$ cat src/rtl/serial_add_sub4.sv
// Bit-serial WIDTH-bit adder/subtractor built from one full-adder slice (two half adders + OR).
// Latency: start accepted at edge k, result registered at edge k+WIDTH, done high for the next cycle.
// Backpressure: none; start is only honoured in IDLE/DONE and is dropped (not queued) while busy.
module serial_add_sub4 #(
  parameter int WIDTH = 4
) (
  input  logic             clk,
  input  logic             rst,
  input  logic             start,
  input  logic [WIDTH-1:0] a,
  input  logic [WIDTH-1:0] b,
  input  logic             sub,
  output logic             busy,
  output logic             done,
  output logic [WIDTH-1:0] s,
  output logic             c,
  output logic             v
);

  localparam int CW = $clog2(WIDTH) + 1;

  typedef enum logic [1:0] {
    IDLE  = 2'd0,
    SHIFT = 2'd1,
    DONE  = 2'd2
  } state_t;

  state_t state;
  state_t state_nxt;

  // Operand shift registers; LSB feeds the adder slice each step.
  logic [WIDTH-1:0] opa;
  logic [WIDTH-1:0] opb;
  // Low WIDTH-1 result bits; the final sum bit is joined on completion.
  logic [WIDTH-2:0] res;
  logic             carry;
  logic [CW-1:0]    cnt;

  // Full-adder slice as two half-adder cells and an OR gate.
  logic ha1_s;
  logic ha1_c;
  logic ha2_s;
  logic ha2_c;
  logic fa_cout;

  assign ha1_s   = opa[0] ^ opb[0];
  assign ha1_c   = opa[0] & opb[0];
  assign ha2_s   = ha1_s ^ carry;
  assign ha2_c   = ha1_s & carry;
  assign fa_cout = ha1_c | ha2_c;

  logic last_step;
  logic accept;

  assign last_step = (cnt == CW'(WIDTH - 1));
  assign accept    = start && ((state == IDLE) || (state == DONE));

  // Next-state and status decode; busy and done come straight from the state.
  always_comb begin
    state_nxt = state;
    busy      = 1'b0;
    done      = 1'b0;
    case (state)
      IDLE: begin
        if (start) state_nxt = SHIFT;
      end
      SHIFT: begin
        busy = 1'b1;
        if (last_step) state_nxt = DONE;
      end
      DONE: begin
        done      = 1'b1;
        state_nxt = start ? SHIFT : IDLE;
      end
      default: state_nxt = IDLE;
    endcase
  end

  // State register with synchronous reset.
  always_ff @(posedge clk) begin
    if (rst) state <= IDLE;
    else     state <= state_nxt;
  end

  // Operand capture, one serial bit step per cycle, and result registration.
  always_ff @(posedge clk) begin
    if (rst) begin
      opa   <= '0;
      opb   <= '0;
      res   <= '0;
      carry <= 1'b0;
      cnt   <= '0;
      s     <= '0;
      c     <= 1'b0;
      v     <= 1'b0;
    end else if (accept) begin
      // Subtraction is A + ~B + 1: invert B and seed the carry with 1.
      opa   <= a;
      opb   <= sub ? ~b : b;
      carry <= sub;
      cnt   <= '0;
    end else if (state == SHIFT) begin
      opa   <= {1'b0, opa[WIDTH-1:1]};
      opb   <= {1'b0, opb[WIDTH-1:1]};
      res   <= {ha2_s, res[WIDTH-2:1]};
      carry <= fa_cout;
      cnt   <= cnt + CW'(1);
      if (last_step) begin
        // On the MSB step the carry register still holds the carry into the MSB,
        // so overflow is that value XOR the carry out of the MSB.
        s <= {ha2_s, res};
        c <= fa_cout;
        v <= carry ^ fa_cout;
      end
    end
  end

endmodule

$ cat config.mk
export PLATFORM = sky130hd
export DESIGN_NAME = serial_add_sub4
export DESIGN_NICKNAME = d
export VERILOG_FILES = /design/src/rtl/serial_add_sub4.sv
export SDC_FILE = /design/constraint.sdc
export NUM_CORES = 1
export LEC_CHECK = 0
export CAP_MARGIN = 20
export CORE_MARGIN = 5
export CORE_UTILIZATION = 35
export CTS_CLUSTER_SIZE = 12
export DETAILED_ROUTE_END_ITERATION = 7
export SYNTH_ARGS = -nofsm -noshare
export SYNTH_HDL_FRONTEND = slang
export SYNTH_SLANG_ARGS = --single-unit
$ cat constraint.sdc
create_clock -name clk -period 1.35 [get_ports clk]
set_input_delay 0.27 -clock clk [delete_from_list [all_inputs] [get_ports clk]]
set_output_delay 0.27 -clock clk [all_outputs]
set_load 0.01 [all_outputs]
==> results of run 1 <==
registers in the layout, indices dropped and copies added (netlist names):
name,count
opa,4
s,4
c,1
cnt,3
v,1
state,2
res,3
opb,4
carry,1
layout by cell type (no fill, tap or decap), types with 2 or more instances in the layout:
cell	instances
sky130_fd_sc_hd__dlygate4sd2_1	6
sky130_fd_sc_hd__xor2_1	5
sky130_fd_sc_hd__dfxtp_1	21
sky130_fd_sc_hd__nor3_1	9
sky130_fd_sc_hd__clkdlybuf4s50_1	11
sky130_fd_sc_hd__nor2_1	4
sky130_fd_sc_hd__nand2_1	14
sky130_fd_sc_hd__a21oi_2	3
sky130_fd_sc_hd__o22ai_1	4
sky130_fd_sc_hd__nand2b_2	2
sky130_fd_sc_hd__a22oi_1	2
sky130_fd_sc_hd__ha_2	2
sky130_fd_sc_hd__mux2i_1	2
sky130_fd_sc_hd__a21oi_1	9
sky130_fd_sc_hd__buf_4	6
sky130_fd_sc_hd__nand3_1	9
sky130_fd_sc_hd__buf_6	2
sky130_fd_sc_hd__nor3_2	2
sky130_fd_sc_hd__clkbuf_4	3
sky130_fd_sc_hd__dfxtp_2	2
final timing paths:
check	from	to	slack, ps	depth (start not counted)
worst max-delay path	state[1]$_SDFFE_PP0P_	busy	90	3
worst min-delay path	s[2]$_SDFFE_PP0P_	s[2]$_SDFFE_PP0P_	460	2
worst max register to register	cnt[0]$_SDFFE_PP0P_	s[1]$_SDFFE_PP0P_	120	5
worst min register to register	s[2]$_SDFFE_PP0P_	s[2]$_SDFFE_PP0P_	460	2
cell families after synthesis:
logic type / count (synthesis) / synth area share (%)
AOI/OAI and AO/OA: 21 / 13.7
buffers and inverters: 11 / 6.37
muxes: 2 / 2.00
DFF: 23 / 46.0
xor gates and xnor gates: 6 / 5.25
adders and majority gates: 3 / 4.50
and+or+nand+nor: 44 / 22.1
final cells by class:
cell class	count	area share [%]
Multi-Input combinational cell	76	38.6
Sequential cell	23	35.9
Timing Repair Buffer	27	19.8
Tap cell	31	3.01
Clock buffer	4	2.04
Inverter	2	0.679
per-stage QoR:
| stage | hold slack [ps] | std cells | utilization (%) |
|---|---|---|---|
| detailed placement | 448 | 159 | 45.2 |
| global route | 491 | 163 | 46.8 |
| finish | 464 | 163 | 46.8 |
| CTS | 466 | 163 | 45.9 |
| floorplan | 338 | 110 | - |
| global placement | 439 | 159 | 45.2 |
worst reg2reg max path, cell delays in order (launching register included):
cell and delay, ps:
sky130_fd_sc_hd__dfxtp_2 350, sky130_fd_sc_hd__ha_2 180, sky130_fd_sc_hd__ha_2 170, sky130_fd_sc_hd__nand3b_1 230, sky130_fd_sc_hd__nand2_1 100, sky130_fd_sc_hd__a21oi_1 150
layer usage:
| metal | up-vias | global-route usage (%) | share of wire (%) |
|---|---|---|---|
| li1 | 421 | - | - |
| met1 | 387 | 13.4 | 47 |
| met2 | 13 | 20.8 | 49 |
| met3 | 2 | 2.31 | 3.3 |
| met4 | 0 | 4.68 | 0.80 |
| met5 | - | 0 | 0 |
power by group:
part / switching [mW] / internal [mW] / leakage (nW)
clock: 0.196 / 0.115 / 0.0150
combinational: 0.116 / 0.119 / 0.289
sequential: 0.0250 / 0.714 / 0.189
repair_timing:
item	4_1_cts	5_1_grt
pin swaps	0	3
endpoints found under the setup margin	8	12
endpoints found under the hold margin	0	0
gates resized for setup	10	14
==> reports/results.md, run 1 <==
- total power divided by cell area: 996 nW/um^2
- setup_tns: 0 ps
- top flip-flop cell by instance count after synthesis: sky130_fd_sc_hd__dfxtp_1
- placeable core region: 2760 um^2
- total global-route track usage: 11.7%
- total power draw: 1.28 mW
- critical-path cell list: nand2b_2 -> clkinv_2 -> buf_6
- proportion of synthesized chip area in sequential cells: 46.0%
- insertion delay of the later-clocked pin in the worst-skew pair: 300 ps
- number of hold-slack violations in the final timing report: 0
- max frequency: 792 MHz
- placed instance area: 1250 um^2
- area taken by flip-flops and latches: 463 um^2
- root buffer cell: sky130_fd_sc_hd__clkbuf_4
- required time of the worst setup path: 1080 ps
- vertical die dimension: 63.5 um
- largest area contributor in the synthesized netlist: sky130_fd_sc_hd__dfxtp_1
- Synth Net Count: 125
- hold buffer count at CTS: 0
- worst-case vdd ir drop: 0.520 mV
- buffers and inverters on the worst path: 2
- Critical Setup Path Class: register to output port
- die area: 4030 um^2
- share of final-layout standard cells stronger than drive strength 1: 22.7%
- remaining global-route overflow: 0
- commonest cells in the synthesized netlist: 23 x sky130_fd_sc_hd__dfxtp_1, 14 x sky130_fd_sc_hd__nand2_1, 12 x sky130_fd_sc_hd__a21oi_1, 9 x sky130_fd_sc_hd__nand3_1, 9 x sky130_fd_sc_hd__nor3_1
- Max transition margin: 82.1%
- startpoint type of the worst setup path: register
- async set-reset flop share out of synthesis: 0%
- Via-to-Cell Ratio: 5.05
- Yosys warnings: 0
- clock tree from TritonCTS: done
- Detail Route Antenna Nets: 0
- area overhead of the layout relative to synthesis: 28.9%
- total of buffers placed on input and output ports: 19
- number of antenna violations at the first check in global routing: 0
- # clock sinks: 23
- Synth area leaders: sky130_fd_sc_hd__dfxtp_1 46%, sky130_fd_sc_hd__a21oi_1 6.0%, sky130_fd_sc_hd__nand2_1 5.3%
- Synth top area share: 46.0%
- data arrival time at the worst-slack endpoint: 990 ps
- post-route cell area: 1290 um^2
- Critical Path Sink Type: output port
- HPWL after DPL: 1.46 mm
- top fanout value on the critical path: 3
- filler instances: 272
- WL/cell: 13.1 um
- path class of the lowest-slack min-delay path: register to register
- slack of the critical path: 88.0 ps
- number of levels in the clock H-tree: 1
- remaining design rule violation count: 0
- fin crit period: 1260 ps
- count of max-cap constraint violations: 0
- first-pass GRT wire length: 3.83 mm
- total setup buffers inserted after CTS: 0
- setup repair after global routing missed its margin: yes
- final clock skew: 2.21 ps
- final net count: 148
- synth unique cells: 30
- number of pins with negative max-slew slack in the final report: 0
- maximum number of pins on one net before global-route repair: 24
- clk buf depth: 2
- number of buffers created by CTS: 3
- master of the slowest instance on the critical path: sky130_fd_sc_hd__dfxtp_2
- wire length after detailed routing: 2.13 mm
- post-CTS clock slew at the launch and capture registers of the worst setup and hold paths: 120 ps
- vias in the first global route: 891
- status: finished, final reports clean
- period utilization: 93.5%
- Post-Place Worst Slack: -118 ps
- Initial Utilization: 36.3%
- routed vias: 823
- number of synthesized register bits: 23
- area of combinational cells with multiple inputs: 498 um^2
- detailed-router iteration count before antenna repair: 4
- slew at the pin closest to its max-slew limit: 268 ps
- initial drt markers: 24
- die extent in x: 63.5 um
- leakage component of the power: 0.493 nW
- Largest stage delay, worst path: 340 ps
- final setup vio count: 0
- leading cell type by number of instances after synthesis: sky130_fd_sc_hd__dfxtp_1
- mapped cell area: 1000 um^2
- final estimated routing congestion in global placement: 0.736
- count of inserted antenna diode cells: 0
- count of mapped cells out of synthesis: 110
- CP top delay family: flip-flops
- site row count: 19
- Post-synth EDFFs: 0
- number of top-level pins: 20
- mean instance size in the synthesized netlist: 9.10 um^2
(Power assumes the default switching activity.)
==> run 2: changes to the inputs <==
--- a/config.mk
+++ b/config.mk
@@ -10,6 +10,7 @@
 export CORE_UTILIZATION = 35
 export CTS_CLUSTER_SIZE = 12
 export DETAILED_ROUTE_END_ITERATION = 7
+export RECOVER_POWER = 100
 export SYNTH_ARGS = -nofsm -noshare
 export SYNTH_HDL_FRONTEND = slang
 export SYNTH_SLANG_ARGS = --single-unit
==> results of run 2 <==
Same layout as run 1: the final DEF is identical, and so are final timing and power.
